===== config.mk =====
export PLATFORM = sky130hd
export DESIGN_NAME = fwd_hazard_ctrl
export DESIGN_NICKNAME = d
export VERILOG_FILES = /design/src/rtl/fwd_hazard_ctrl_pkg.sv /design/src/rtl/fwd_sel_cmp.sv /design/src/rtl/fwd_hazard_ctrl.sv
export SDC_FILE = /design/constraint.sdc
export NUM_CORES = 1
export LEC_CHECK = 0
export ABC_CLOCK_PERIOD_IN_PS = 3520
export BUFFER_PORTS_ARGS = -buffer_cell sky130_fd_sc_hd__buf_2
export CAP_MARGIN = 20
export CORE_MARGIN = 10
export CORE_UTILIZATION = 55
export CTS_BUF_LIST = sky130_fd_sc_hd__clkbuf_4
export CTS_CLUSTER_DIAMETER = 200
export DETAILED_ROUTE_END_ITERATION = 16
export GPL_TIMING_DRIVEN = 0
export HOLD_SLACK_MARGIN = 0.1
export PLACE_DENSITY = 0.88
export SYNTH_ARGS = -nofsm -noshare
export SYNTH_HDL_FRONTEND = slang
export SYNTH_HIERARCHICAL = 1
export SYNTH_SLANG_ARGS = --single-unit

===== constraint.sdc =====
create_clock -name clk -period 3.52 [get_ports clk]
set_clock_uncertainty 0.15 [all_clocks]
set_input_delay 0.528 -clock clk [delete_from_list [all_inputs] [get_ports clk]]
set_output_delay 0.528 -clock clk [all_outputs]
set_load 0.005 [all_outputs]

===== src/rtl/fwd_hazard_ctrl_pkg.sv =====
// rtl/fwd_hazard_ctrl_pkg.sv - shared select codes and stage record for forwarding/hazard control
package fwd_hazard_ctrl_pkg;

    localparam int REG_ADDR_W_DEF = 5;

    localparam logic [1:0] SEL_RF  = 2'd0;
    localparam logic [1:0] SEL_EX  = 2'd1;
    localparam logic [1:0] SEL_MEM = 2'd2;
    localparam logic [1:0] SEL_MUL = 2'd3;

    typedef struct packed {
        logic                      vld;
        logic [REG_ADDR_W_DEF-1:0] rd;
        logic                      regw;
        logic                      load;
        logic                      mult;
    } stage_t;

endpackage


===== src/rtl/fwd_sel_cmp.sv =====
// rtl/fwd_sel_cmp.sv - per-operand producer match and youngest-first forwarding select
module fwd_sel_cmp
    import fwd_hazard_ctrl_pkg::*;
#(
    parameter int REG_ADDR_W = REG_ADDR_W_DEF
) (
    input  logic [REG_ADDR_W-1:0] rs,
    input  logic                  ex_vld,
    input  logic [REG_ADDR_W-1:0] ex_rd,
    input  logic                  ex_regw,
    input  logic                  ex_load,
    input  logic                  ex_mult,
    input  logic                  mem_vld,
    input  logic [REG_ADDR_W-1:0] mem_rd,
    input  logic                  mem_regw,
    output logic [1:0]            sel,
    output logic                  load_use
);

    logic ex_hit;
    logic mem_hit;

    // x0 is hardwired zero, so it never matches a producer
    assign ex_hit  = ex_vld  && ex_regw  && (ex_rd  == rs) && (rs != '0);
    assign mem_hit = mem_vld && mem_regw && (mem_rd == rs) && (rs != '0);

    always_comb begin
        sel      = SEL_RF;
        load_use = 1'b0;
        if (ex_hit) begin
            if (ex_mult) begin
                sel = SEL_MUL;
            end else if (ex_load) begin
                load_use = 1'b1;
            end else begin
                sel = SEL_EX;
            end
        end else if (mem_hit) begin
            sel = SEL_MEM;
        end
    end

endmodule


===== src/rtl/fwd_hazard_ctrl.sv =====
// rtl/fwd_hazard_ctrl.sv - operand forwarding selects and load-use/multiplier stall control
module fwd_hazard_ctrl
    import fwd_hazard_ctrl_pkg::*;
#(
    parameter int REG_ADDR_W = REG_ADDR_W_DEF,
    parameter int MULT_LAT   = 4,
    parameter int CNT_W      = $clog2(MULT_LAT) + 1
) (
    input  logic                  clk,
    input  logic                  arst,
    input  logic                  id_valid,
    input  logic [REG_ADDR_W-1:0] id_rs1,
    input  logic [REG_ADDR_W-1:0] id_rs2,
    input  logic [REG_ADDR_W-1:0] id_rd,
    input  logic                  id_reg_write,
    input  logic                  id_mem_read,
    input  logic                  id_is_mult,
    input  logic                  flush,
    output logic [1:0]            fwd_sel_a,
    output logic [1:0]            fwd_sel_b,
    output logic                  stall,
    output logic                  mult_busy
);

    logic                  ex_vld;
    logic [REG_ADDR_W-1:0] ex_rd;
    logic                  ex_regw;
    logic                  ex_load;
    logic                  ex_mult;
    logic                  mem_vld;
    logic [REG_ADDR_W-1:0] mem_rd;
    logic                  mem_regw;
    logic [CNT_W-1:0]      mult_cnt;

    logic                  load_use_a;
    logic                  load_use_b;
    logic                  accept;

    fwd_sel_cmp #(.REG_ADDR_W(REG_ADDR_W)) u_cmp_a (
        .rs       (id_rs1),
        .ex_vld   (ex_vld),
        .ex_rd    (ex_rd),
        .ex_regw  (ex_regw),
        .ex_load  (ex_load),
        .ex_mult  (ex_mult),
        .mem_vld  (mem_vld),
        .mem_rd   (mem_rd),
        .mem_regw (mem_regw),
        .sel      (fwd_sel_a),
        .load_use (load_use_a)
    );

    fwd_sel_cmp #(.REG_ADDR_W(REG_ADDR_W)) u_cmp_b (
        .rs       (id_rs2),
        .ex_vld   (ex_vld),
        .ex_rd    (ex_rd),
        .ex_regw  (ex_regw),
        .ex_load  (ex_load),
        .ex_mult  (ex_mult),
        .mem_vld  (mem_vld),
        .mem_rd   (mem_rd),
        .mem_regw (mem_regw),
        .sel      (fwd_sel_b),
        .load_use (load_use_b)
    );

    assign mult_busy = (mult_cnt != '0);
    // A flushed ID instruction is dead, so its load-use hazard is irrelevant
    assign stall  = id_valid && (mult_busy || (!flush && (load_use_a || load_use_b)));
    assign accept = id_valid && !stall && !flush;

    always_ff @(posedge clk or posedge arst) begin
        if (arst) begin
            ex_vld   <= 1'b0;
            ex_rd    <= '0;
            ex_regw  <= 1'b0;
            ex_load  <= 1'b0;
            ex_mult  <= 1'b0;
            mem_vld  <= 1'b0;
            mem_rd   <= '0;
            mem_regw <= 1'b0;
            mult_cnt <= '0;
        end else if (mult_busy) begin
            // Multiply holds EX; MEM drains into a bubble each cycle
            mult_cnt <= mult_cnt - CNT_W'(1);
            mem_vld  <= 1'b0;
            mem_rd   <= '0;
            mem_regw <= 1'b0;
        end else begin
            mem_vld  <= ex_vld;
            mem_rd   <= ex_rd;
            mem_regw <= ex_regw;
            if (accept) begin
                ex_vld   <= 1'b1;
                ex_rd    <= id_rd;
                ex_regw  <= id_reg_write;
                ex_load  <= id_mem_read;
                ex_mult  <= id_is_mult;
                mult_cnt <= id_is_mult ? CNT_W'(MULT_LAT - 1) : '0;
            end else begin
                ex_vld   <= 1'b0;
                ex_rd    <= '0;
                ex_regw  <= 1'b0;
                ex_load  <= 1'b0;
                ex_mult  <= 1'b0;
            end
        end
    end

endmodule


==> out/results.ini, run 1 <==
[logic_synthesis]
syn_avg_cell_area_um2 = 9.88
yosysSeqAreaShare = 0.422
synthAdderAreaFrac = 0.0333
synth_top_area_frac = 0.422
post-synth-top-area-cell = dfrtp_1
postSynthCellCount = 114
muxShareOfSynthArea = 0.0278
synth_area_leaders = dfrtp_1 (42%), xnor2_1 (16%), nand3_1 (4.4%)
yosys_warnings = 6
ys_seq_elements = 19
yosysUniqueCellTypes = 26
synth_top_family_by_area = simple AND/OR/NAND/NOR gates
synth-compound-area-share = 0.0867
synth_fp_nets = 139
netlist_area_mm2 = 0.00113
yosys.area_share.simple = 0.222
synth-xor-area-share = 0.156

[global_route]
grt_pass1_wl_um = 4220
grt_max_degree = 20
track_usage = 0.120
gr-total-overflow = 0
first_global_vias = 960
grt_antenna_before_repair = 0

[timing]
timing.final.crit_share = 0.877
setup_tns_ns = 0
grt_setup_unrepaired = false
hold_ws_ns = 0.171
drv_slew = 0
tightest_slew_ns = 0.694
min_period_ns = 3.09
clock.fmax_mhz = 324
relSlewSlack = 0.537
hold_violations = 0
finalSetupViolCount = 0

[cts]
clock-root-buffer = clkbuf_4
clk_pin_slew_ns = 0.10
clock_path_buffers = 2
cts_tree = yes
cts_hold_buf = 0
worstSkewPairLatency_ns = 0.30
cts_setup_buffers = 0
cts.sinks = 19
cts_max_level = 1
cts.repair.resized = 0
numCtsBuffers = 3

[floorplanning]
fp.dieH_um = 65.3
ios = 28
die_w_um = 65.3
core.rowCount = 16
initial_core_util = 0.574
dieArea_mm2 = 0.00426
coreArea_mm2 = 0.00196

[setup_path]
cp_cell_sequence = xnor2_1, nand3_1, or3_4, nor3b_1, nor2_1, o21ai_0, and2_1, buf_2
startpoint = ex_rd[2]$_DFFE_PP0N_
slowest_delay_ns = 0.49
endpoint_kind = primary output
startpoint_type = flip-flop
crit_arrival_ns = 2.41
crit_cells = 8
r2r_slack_ns = 1.10
r2r_end = mult_cnt[0]$_DFFE_PP0P_
r2r_cells = 8
slowest_stage = nor3b_1
critical_path.max_fanout = 4
cp_num_buf_inv = 1
worstSetupPathType = flip-flop to primary output
cp_top_family = simple AND/OR/NAND/NOR gates
critPathCapture = stall
timing.rr.start = ex_rd[1]$_DFFE_PP0N_
critPathRequiredTime_ns = 2.84

[place]
portBuffers = 27
dp_hpwl_um = 2060
place_area_mm2 = 0.00129
gp_congestion = 0.777

[pwr]
p_leak_nw = 0.582
vdd_drop_max_uv = 524
power_density_mw_per_mm2 = 621

[route]
detail_route.wirelength_um = 2490
drtIter0Drc = 40
top_layer = met4
vias = 924
routedWlPerCell_um = 14.5
drc_errors = 0
via_per_inst = 5.37
wl_met1_um = 1030
antenna_left = 0
wl_met2_um = 1190
met3_length_um = 242
first_pass_iters = 4

[run]
drv_cap = 0

[cells_and_area]
drive_gt1_frac = 0.283
finish.instance_area_mm2 = 0.00133
antenna_cells = 0
final_nets = 171
areaGrowthSynthToFinish_pct = 17.7

[min_path]
hold_class = input pin to async pin

[status]
status = completed

[flip-flops by register name, indices dropped and copies added, names as in the netlist]
| signal | flops |
|---|---|
| ex_mult | 1 |
| mem_rd | 5 |
| ex_regw | 1 |
| ex_rd | 5 |
| ex_vld | 1 |
| mem_vld | 1 |
| ex_load | 1 |
| mult_cnt | 3 |
| mem_regw | 1 |
[power breakdown]
group          leakage (nW)  switching, mW  total, mW  internal [mW]
sequential            0.255         0.0825      0.379          0.297
combinational         0.309          0.172      0.328          0.156
clock                0.0184         0.0644      0.116         0.0519
total                 0.582          0.319      0.823          0.504
[routing by layer]
| layer | vias up | global-route usage |
|---|---|---|
| li1 | 456 | - |
| met1 | 425 | 0.139 |
| met2 | 39 | 0.200 |
| met3 | 4 | 0.0390 |
| met4 | 0 | 0.0455 |
| met5 | - | 0 |
[Yosys cell counts]
cell and count:
xnor2_1 20, dfrtp_1 19, inv_1 11, nand3_1 10
o21ai_0 6, and2_1 5, nand2_1 4, nand4_1 4
nor2_1 4, o2bb2ai_1 4, ha_1 3, a21oi_1 2
buf_2 2, mux2i_1 2, nor2_2 2, nor3b_1 2
o211ai_1 2, or3_2 2, or3_4 2, or4_1 2
clkbuf_1 1, clkinv_1 1, mux2_2 1, nor4b_4 1
o31ai_1 1, or4b_1 1
[worst reg2reg max path, cell delays in order, from the launching register on]
cell and delay (ns):
dfrtp_1 0.44, xnor2_1 0.20, nand4_1 0.14, or3_4 0.37
nor3b_1 0.50, or4b_1 0.19, buf_2 0.17, nand3_1 0.10
o211ai_1 0.09
[cell usage in the layout, fill, tap and decap left out]
cell and instances:
nor3b_1 2, or3_4 2, nor2_1 4, xnor2_1 20, mux2_2 1, o31ai_1 1, or4b_1 1, ha_1 3
nand2_1 4, clkbuf_4 4, or3_2 2, nor2_2 2, dfrtp_1 19, clkinv_1 1, inv_1 11, and2_1 5
o21ai_0 6, clkbuf_1 1, nor4b_4 1, or4_1 2, o2bb2ai_1 4, mux2i_1 2, buf_2 29, nand3_1 10
nand4_1 4, a21oi_1 2, o211ai_1 2
[area by class of cell]
cell class | instances | area, µm²
tap | 27 | 33.8
sequential | 19 | 475
buffer | 3 | 13.8
fill | 172 | 637
timing repair buffer | 27 | 135
clock buffer | 4 | 30.0
multi-input combinational | 80 | 592
inverter | 12 | 45.0
[cell families (layout without fill, tap and decap cells)]
group / count (synthesis) / in the layout
adders and majority gates: 3 / 3
xor gates and xnor gates: 20 / 20
muxes: 3 / 3
and+or+nand+nor: 39 / 39
buffers and inverters: 15 / 46
DFF: 19 / 19
AOI/OAI and AO/OA: 15 / 15
[through the flow]
step                cells  setup slack [ns]  total power [mW]   util
CTS                   172             0.439             0.827  0.675
finish                172             0.434             0.823  0.675
global route          172             0.313             0.888  0.675
detailed placement    168             0.579             0.711  0.660
floorplan             114             0.972             0.608      -
global placement      168             0.624             0.685  0.660
[worst min-delay path by stage]
stage	cells past startpoint	start	endpoint
finish	2	arst	ex_vld$_DFFE_PP0N_
global placement	1	mult_cnt[0]$_DFFE_PP0P_	mult_cnt[0]$_DFFE_PP0P_
CTS	2	arst	mult_cnt[2]$_DFFE_PP0P_
detailed placement	1	mult_cnt[0]$_DFFE_PP0P_	mult_cnt[0]$_DFFE_PP0P_
global route	2	arst	mem_rd[3]$_DFF_PP0_
floorplan	1	mult_cnt[0]$_DFFE_PP0P_	mult_cnt[0]$_DFFE_PP0P_
Power figures use the tool's default switching activity.
==> run 2, diff against run 1 <==
--- a/config.mk
+++ b/config.mk
@@ -5,17 +5,17 @@
 export SDC_FILE = /design/constraint.sdc
 export NUM_CORES = 1
 export LEC_CHECK = 0
-export ABC_CLOCK_PERIOD_IN_PS = 3520
+export ABC_CLOCK_PERIOD_IN_PS = 3000
 export BUFFER_PORTS_ARGS = -buffer_cell sky130_fd_sc_hd__buf_2
 export CAP_MARGIN = 20
 export CORE_MARGIN = 10
-export CORE_UTILIZATION = 55
+export CORE_UTILIZATION = 54
 export CTS_BUF_LIST = sky130_fd_sc_hd__clkbuf_4
 export CTS_CLUSTER_DIAMETER = 200
 export DETAILED_ROUTE_END_ITERATION = 16
 export GPL_TIMING_DRIVEN = 0
 export HOLD_SLACK_MARGIN = 0.1
-export PLACE_DENSITY = 0.88
+export PLACE_DENSITY = 0.87
 export SYNTH_ARGS = -nofsm -noshare
 export SYNTH_HDL_FRONTEND = slang
 export SYNTH_HIERARCHICAL = 1
==> constraint.sdc (replaced) <==
create_clock -name clk -period 3 [get_ports clk]
set_clock_uncertainty 0.15 [all_clocks]
set_input_delay 0.45 -clock clk [delete_from_list [all_inputs] [get_ports clk]]
set_output_delay 0.45 -clock clk [all_outputs]
set_load 0.005 [all_outputs]
==> run 2 against run 1 <==
Effect of this change:
- non-clock buffer count unchanged
- global-route usage up 0.62 points
- first-iteration DRC count is 13% lower
- utilization up 0.14 points
- register-to-register slack got worse by 0.32 ns
- clock power is 17% higher
- combinational power up 20%
- worst hold slack lost 0.080 ns
- highest routed layer unchanged
- total power increased by 19%
- die area increased by 1.3%
==> out/results.ini, run 2 (synthesized netlist as in run 1, its figures left out) <==
[cells_and_area]
top_regs = ex_rd: 5 flops, mem_rd: 5 flops, mult_cnt: 3 flops  ; unchanged
finish.instance_area_mm2 = 0.00134  ; was 0.00133 mm²
layout_common_cells = buf_2 (29), xnor2_1 (20), dfrtp_1 (19)  ; unchanged
final_nets = 171  ; unchanged
antenna_cells = 0  ; unchanged
final_common_cell = buf_2  ; unchanged
drive_gt1_frac = 0.297  ; was 0.283
areaGrowthSynthToFinish_pct = 19.1  ; was 17.7%
utilization = 0.677  ; was 0.675

[setup_path]
r2r_end = mult_cnt[2]$_DFFE_PP0P_  ; was mult_cnt[0]$_DFFE_PP0P_
r2r_cells = 7  ; was 8
worstSetupPathType = flip-flop to primary output  ; unchanged
cp_cell_sequence = xnor2_1, nand3_1, or3_4, nor3b_2, nor2_1, o21ai_0, and2_1, buf_2  ; was xnor2_1, nand3_1, or3_4, nor3b_1, nor2_1, o21ai_0, and2_1, buf_2
critPathRequiredTime_ns = 2.40  ; was 2.84 ns
cp_top_family = simple AND/OR/NAND/NOR gates  ; unchanged
slowest_delay_ns = 0.45  ; was 0.49 ns
endpoint_kind = primary output  ; unchanged
timing.rr.start = ex_rd[2]$_DFFE_PP0N_  ; was ex_rd[1]$_DFFE_PP0N_
critical_path.max_fanout = 4  ; unchanged
r2r_slack_ns = 0.78  ; was 1.10 ns
crit_arrival_ns = 2.23  ; was 2.41 ns
slowest_stage = dfrtp_1  ; was nor3b_1
startpoint_type = flip-flop  ; unchanged
cp_num_buf_inv = 1  ; unchanged

[cts]
cts.repair.resized = 0  ; unchanged
cts_hold_buf = 0  ; unchanged
clock-root-buffer = clkbuf_4  ; unchanged
cts_tree = yes  ; unchanged
cts.sinks = 19  ; unchanged
numCtsBuffers = 3  ; unchanged
clock_path_buffers = 2  ; unchanged
cts_setup_buffers = 0  ; unchanged
cts_max_level = 1  ; unchanged
clk_pin_slew_ns = 0.10  ; about the same
worstSkewPairLatency_ns = 0.30  ; about the same

[timing]
finalSetupViolCount = 0  ; unchanged
relSlewSlack = 0.531  ; was 0.537
tightest_slew_ns = 0.703  ; was 0.694 ns
setup_tns_ns = 0  ; unchanged
hold_violations = 0  ; unchanged
min_period_ns = 2.83
timing.final.crit_share = 0.942
clock.fmax_mhz = 354
drv_slew = 0  ; unchanged
fin_ws_ns = 0.174  ; was 0.434 ns
grt_setup_unrepaired = false  ; unchanged

[run]
drv_cap = 0  ; unchanged

[floorplanning]
ios = 28  ; unchanged
dieArea_mm2 = 0.00431  ; was 0.00426 mm²
fp.dieH_um = 65.7  ; was 65.3 µm
coreArea_mm2 = 0.00198  ; was 0.00196 mm²
die_w_um = 65.7  ; was 65.3 µm
initial_core_util = 0.568  ; was 0.574
core.rowCount = 16  ; unchanged

[place]
place_ws_ns = 0.221  ; was 0.579 ns
portBuffers = 27  ; unchanged
gp_congestion = 0.780  ; was 0.777
place_area_mm2 = 0.00129  ; unchanged

[route]
vias = 916  ; was 924
drc_errors = 0  ; unchanged
antenna_left = 0  ; unchanged
drtIter0Drc = 35  ; was 40
via_per_inst = 5.33  ; was 5.37
first_pass_iters = 4  ; unchanged
detail_route.wirelength_um = 2710  ; was 2490 µm
routedWlPerCell_um = 15.7  ; was 14.5 µm

[status]
status = completed  ; unchanged

[pwr]
vdd_drop_max_uv = 508  ; was 524 µV
power_density_mw_per_mm2 = 731  ; was 621 mW/mm²
power_mw = 0.981  ; was 0.823 mW
p_leak_nw = 0.586  ; was 0.582 nW

[global_route]
grt_pass1_wl_um = 4350  ; was 4220 µm
grt_max_degree = 20  ; unchanged
first_global_vias = 969  ; was 960
track_usage = 0.126  ; was 0.120
gr-total-overflow = 0  ; unchanged
grt_antenna_before_repair = 0  ; unchanged

[min_path]
hold_class = input pin to async pin  ; unchanged

run 2: cell counts in the layout (fill, tap and decap cells not counted):
Identical to the previous run, type by type.
run 2: cell type report:
type                       instances  area [µm²]
clock buffer                       4        30.0
inverter                          12        45.0
tap                               27        33.8
buffer                             3        13.8
sequential                        19         475
fill                             157         641
multi-input combinational         80         608
timing repair buffer              27         135
run 2: how the worst max path moves through the flow:
stage                               from  cells after the start  endpoint  slack (ns)
floorplan                      id_rs2[2]                      7     stall        0.61
finish              ex_rd[2]$_DFFE_PP0N_                      8     stall        0.17
CTS                 ex_rd[2]$_DFFE_PP0N_                      8     stall       0.001
global route        ex_rd[2]$_DFFE_PP0N_                      8     stall      0.0009
global placement               id_rs2[2]                      9     stall        0.26
detailed placement             id_rs2[2]                      9     stall        0.22
run 2: per-stage QoR:
stage	instances	hold WS, ns
after floorplan	114	0.251
final	172	0.0916
after global placement	168	0.334
after CTS	172	0.113
after global routing	172	0.152
after detailed placement	168	0.352
run 2: metal layers:
| metal | up-vias | GRT usage | wire [µm] |
|---|---|---|---|
| li1 | 452 | - | - |
| met4 | 0 | 0.0401 | 38 |
| met3 | 5 | 0.0339 | 166 |
| met5 | - | 0 | 0 |
| met1 | 431 | 0.141 | 1170 |
| met2 | 28 | 0.225 | 1330 |
run 2: where the power goes:
part           switching [mW]  total (mW)  internal, mW
Clock                  0.0755       0.136        0.0609
Combinational           0.205       0.392         0.186
Sequential              0.105       0.453         0.348
==> run 3, diff against run 2 <==
--- a/config.mk
+++ b/config.mk
@@ -5,7 +5,7 @@
 export SDC_FILE = /design/constraint.sdc
 export NUM_CORES = 1
 export LEC_CHECK = 0
-export ABC_CLOCK_PERIOD_IN_PS = 3000
+export ABC_CLOCK_PERIOD_IN_PS = 2600
 export BUFFER_PORTS_ARGS = -buffer_cell sky130_fd_sc_hd__buf_2
 export CAP_MARGIN = 20
 export CORE_MARGIN = 10
==> constraint.sdc (replaced) <==
create_clock -name clk -period 2.6 [get_ports clk]
set_clock_uncertainty 0.15 [all_clocks]
set_input_delay 0.39 -clock clk [delete_from_list [all_inputs] [get_ports clk]]
set_output_delay 0.39 -clock clk [all_outputs]
set_load 0.005 [all_outputs]
==> run 3 against run 2 <==
Effect of this change:
- register-to-register slack lost 0.38 ns
- die area did not move
- sequential share of layout area decreased by 1.3 points
- global-route usage is 0.62 points higher
- flip-flop and latch count is the same
- clock power up 19%
- critical path depth unchanged
- critical path type unchanged
- critical endpoint unchanged
==> out/results.ini, run 3 (synthesized netlist as in run 1, its figures left out) <==
[status]
status = completed  ; unchanged

[timing]
fin_ws_ns = 0.000809  ; was 0.174 ns
relSlewSlack = 0.510  ; was 0.531
finalSetupViolCount = 0  ; unchanged
hold_violations = 0  ; unchanged
grt_setup_unrepaired = true  ; was false
drv_slew = 0  ; unchanged
min_period_ns = 2.60
timing.final.crit_share = 1.00
clock.fmax_mhz = 385
tightest_slew_ns = 0.735  ; was 0.703 ns

[cells_and_area]
top_regs = ex_rd: 5 flops, mem_rd: 5 flops, mult_cnt: 3 flops  ; unchanged
areaGrowthSynthToFinish_pct = 24.0  ; was 19.1%
antenna_cells = 0  ; unchanged
finish.instance_area_mm2 = 0.00140  ; was 0.00134 mm²
final_common_cell = buf_2  ; unchanged
layout_common_cells = buf_2 (29), xnor2_1 (19), dfrtp_1 (18)  ; was buf_2 (29), xnor2_1 (20), dfrtp_1 (19)
final_nets = 176  ; was 171
drive_gt1_frac = 0.327  ; was 0.297

[floorplanning]
initial_core_util = 0.568  ; unchanged
coreArea_mm2 = 0.00198  ; unchanged
fp.dieH_um = 65.7  ; unchanged
ios = 28  ; unchanged
core.rowCount = 16  ; unchanged
die_w_um = 65.7  ; unchanged
dieArea_mm2 = 0.00431  ; unchanged

[setup_path]
slowest_stage = dfrtp_1  ; unchanged
slowest_delay_ns = 0.44  ; was 0.45 ns
r2r_cells = 8  ; was 7
worstSetupPathType = flip-flop to primary output  ; unchanged
timing.rr.start = ex_rd[2]$_DFFE_PP0N_  ; unchanged
endpoint_kind = primary output  ; unchanged
cp_top_family = simple AND/OR/NAND/NOR gates  ; unchanged
r2r_slack_ns = 0.40  ; was 0.78 ns
r2r_end = mult_cnt[2]$_DFFE_PP0P_  ; unchanged
critPathRequiredTime_ns = 2.06  ; was 2.40 ns
cp_num_buf_inv = 1  ; unchanged
critical_path.max_fanout = 4  ; unchanged
crit_arrival_ns = 2.06  ; was 2.23 ns
startpoint_type = flip-flop  ; unchanged
cp_cell_sequence = xnor2_1, nand3_1, or3_4, nor3b_4, nor2_1, o21ai_1, and2_1, buf_2  ; was xnor2_1, nand3_1, or3_4, nor3b_2, nor2_1, o21ai_0, and2_1, buf_2

[cts]
clk_pin_slew_ns = 0.10  ; about the same
clock-root-buffer = clkbuf_4  ; unchanged
numCtsBuffers = 3  ; unchanged
clock_path_buffers = 2  ; unchanged
cts.sinks = 19  ; unchanged
cts_max_level = 1  ; unchanged
cts_tree = yes  ; unchanged
worstSkewPairLatency_ns = 0.30  ; about the same

[pwr]
p_int_mw = 0.712  ; was 0.595 mW
p_clk_frac = 0.138  ; was 0.139
p_leak_nw = 0.616  ; was 0.586 nW
sw_frac_of_total = 0.394  ; about the same
vdd_drop_max_uv = 650  ; was 508 µV
pwr-share-comb = 0.414  ; was 0.399
power_mw = 1.18  ; was 0.981 mW
switchingPower_mw = 0.463  ; was 0.386 mW
p_seq_frac = 0.449  ; was 0.462
power_density_mw_per_mm2 = 842  ; was 731 mW/mm²

[min_path]
worstHoldStart = id_rd[0]
hold_class = input pin to flip-flop  ; was input pin to async pin
holdPathStages = 3
holdPathEnd = ex_rd[0]$_DFFE_PP0N_

[global_route]
track_usage = 0.132  ; was 0.126
grt_antenna_before_repair = 0  ; unchanged
grt_pass1_wl_um = 4600  ; was 4350 µm
gr-total-overflow = 0  ; unchanged
grt_max_degree = 20  ; unchanged
first_global_vias = 1025  ; was 969

[route]
drtIter0Drc = 30  ; was 35
detail_route.wirelength_um = 2800  ; was 2710 µm
via_per_inst = 5.29  ; was 5.33
antenna_left = 0  ; unchanged
drc_errors = 0  ; unchanged
first_pass_iters = 4  ; unchanged
routedWlPerCell_um = 15.8  ; was 15.7 µm
vias = 936  ; was 916

[place]
place_ws_ns = -0.0590  ; was 0.221 ns
portBuffers = 27  ; unchanged
place_area_mm2 = 0.00129  ; unchanged
gp_congestion = 0.780  ; unchanged

[run]
drv_cap = 0  ; unchanged

run 3: cell types whose count changed in the layout (fill, tap and decap cells not counted), sizes merged:
cell	change
buf	+4
dlygate4sd3	+1
run 3: timing repair:
action / in CTS / in global routing
hold endpoints to repair: 19 / 0
endpoints found under the setup margin: 1 / 1
pin swaps: 4 / 1
buffers inserted: 4 / 0
resized for setup: 5 / 2
hold buffers: 1 / 0
run 3: layout make-up:
class	count	area, µm²
flip-flops and latches	19	477
well taps	27	33.8
clock buffers	4	30.0
multi-input cells	80	622
plain buffers	3	13.8
repair buffers	32	175
inverters	12	45.0
fillers	145	586
run 3: how the worst max path moves through the flow:
stage,startpoint,depth (start not counted),to,slack (ns)
after global routing,ex_rd[3]$_DFFE_PP0N_,8,stall,-0.13
after global placement,id_rs2[2],9,stall,-0.02
final,ex_rd[2]$_DFFE_PP0N_,8,stall,0.0008
after CTS,ex_rd[2]$_DFFE_PP0N_,8,stall,0.005
after detailed placement,id_rs2[2],9,stall,-0.06
after floorplan,ex_rd[2]$_DFFE_PP0N_,7,stall,0.29
run 3: metal layers:
layer | vias up | part of all wire | global-route usage
met3 | 5 | 0.057 | 0.0339
met1 | 448 | 0.43 | 0.150
met4 | 0 | 0.015 | 0.0401
met5 | - | 0 | 0
met2 | 24 | 0.49 | 0.236
li1 | 459 | - | -
run 3: power by group through the flow:
stage / clock network [mW] / registers, mW / logic [mW]
6_report: 0.162 / 0.527 / 0.486
5_1_grt: 0.178 / 0.544 / 0.532
4_1_cts: 0.161 / 0.525 / 0.480
3_5_place_dp: 0 / 0.523 / 0.447
3_3_place_gp: 0 / 0.508 / 0.420
2_1_floorplan: 0 / 0.489 / 0.334
run 3: tightest hold or removal path, cell delays in order:
cell and delay [ns]:
buf_2 0.10, nand2_1 0.05, o2bb2ai_1 0.05
run 3: metrics by stage:
| stage | utilization | hold slack, ns | cells | setup TNS (ns) |
|---|---|---|---|---|
| 3_5_place_dp | 0.653 | 0.352 | 168 | -0.0590 |
| 2_1_floorplan | - | 0.191 | 114 | 0 |
| 5_1_grt | 0.705 | 0.179 | 177 | -0.127 |
| 3_3_place_gp | 0.653 | 0.334 | 168 | -0.0185 |
| 4_1_cts | 0.701 | 0.171 | 177 | 0 |
| 6_report | 0.705 | 0.167 | 177 | 0 |
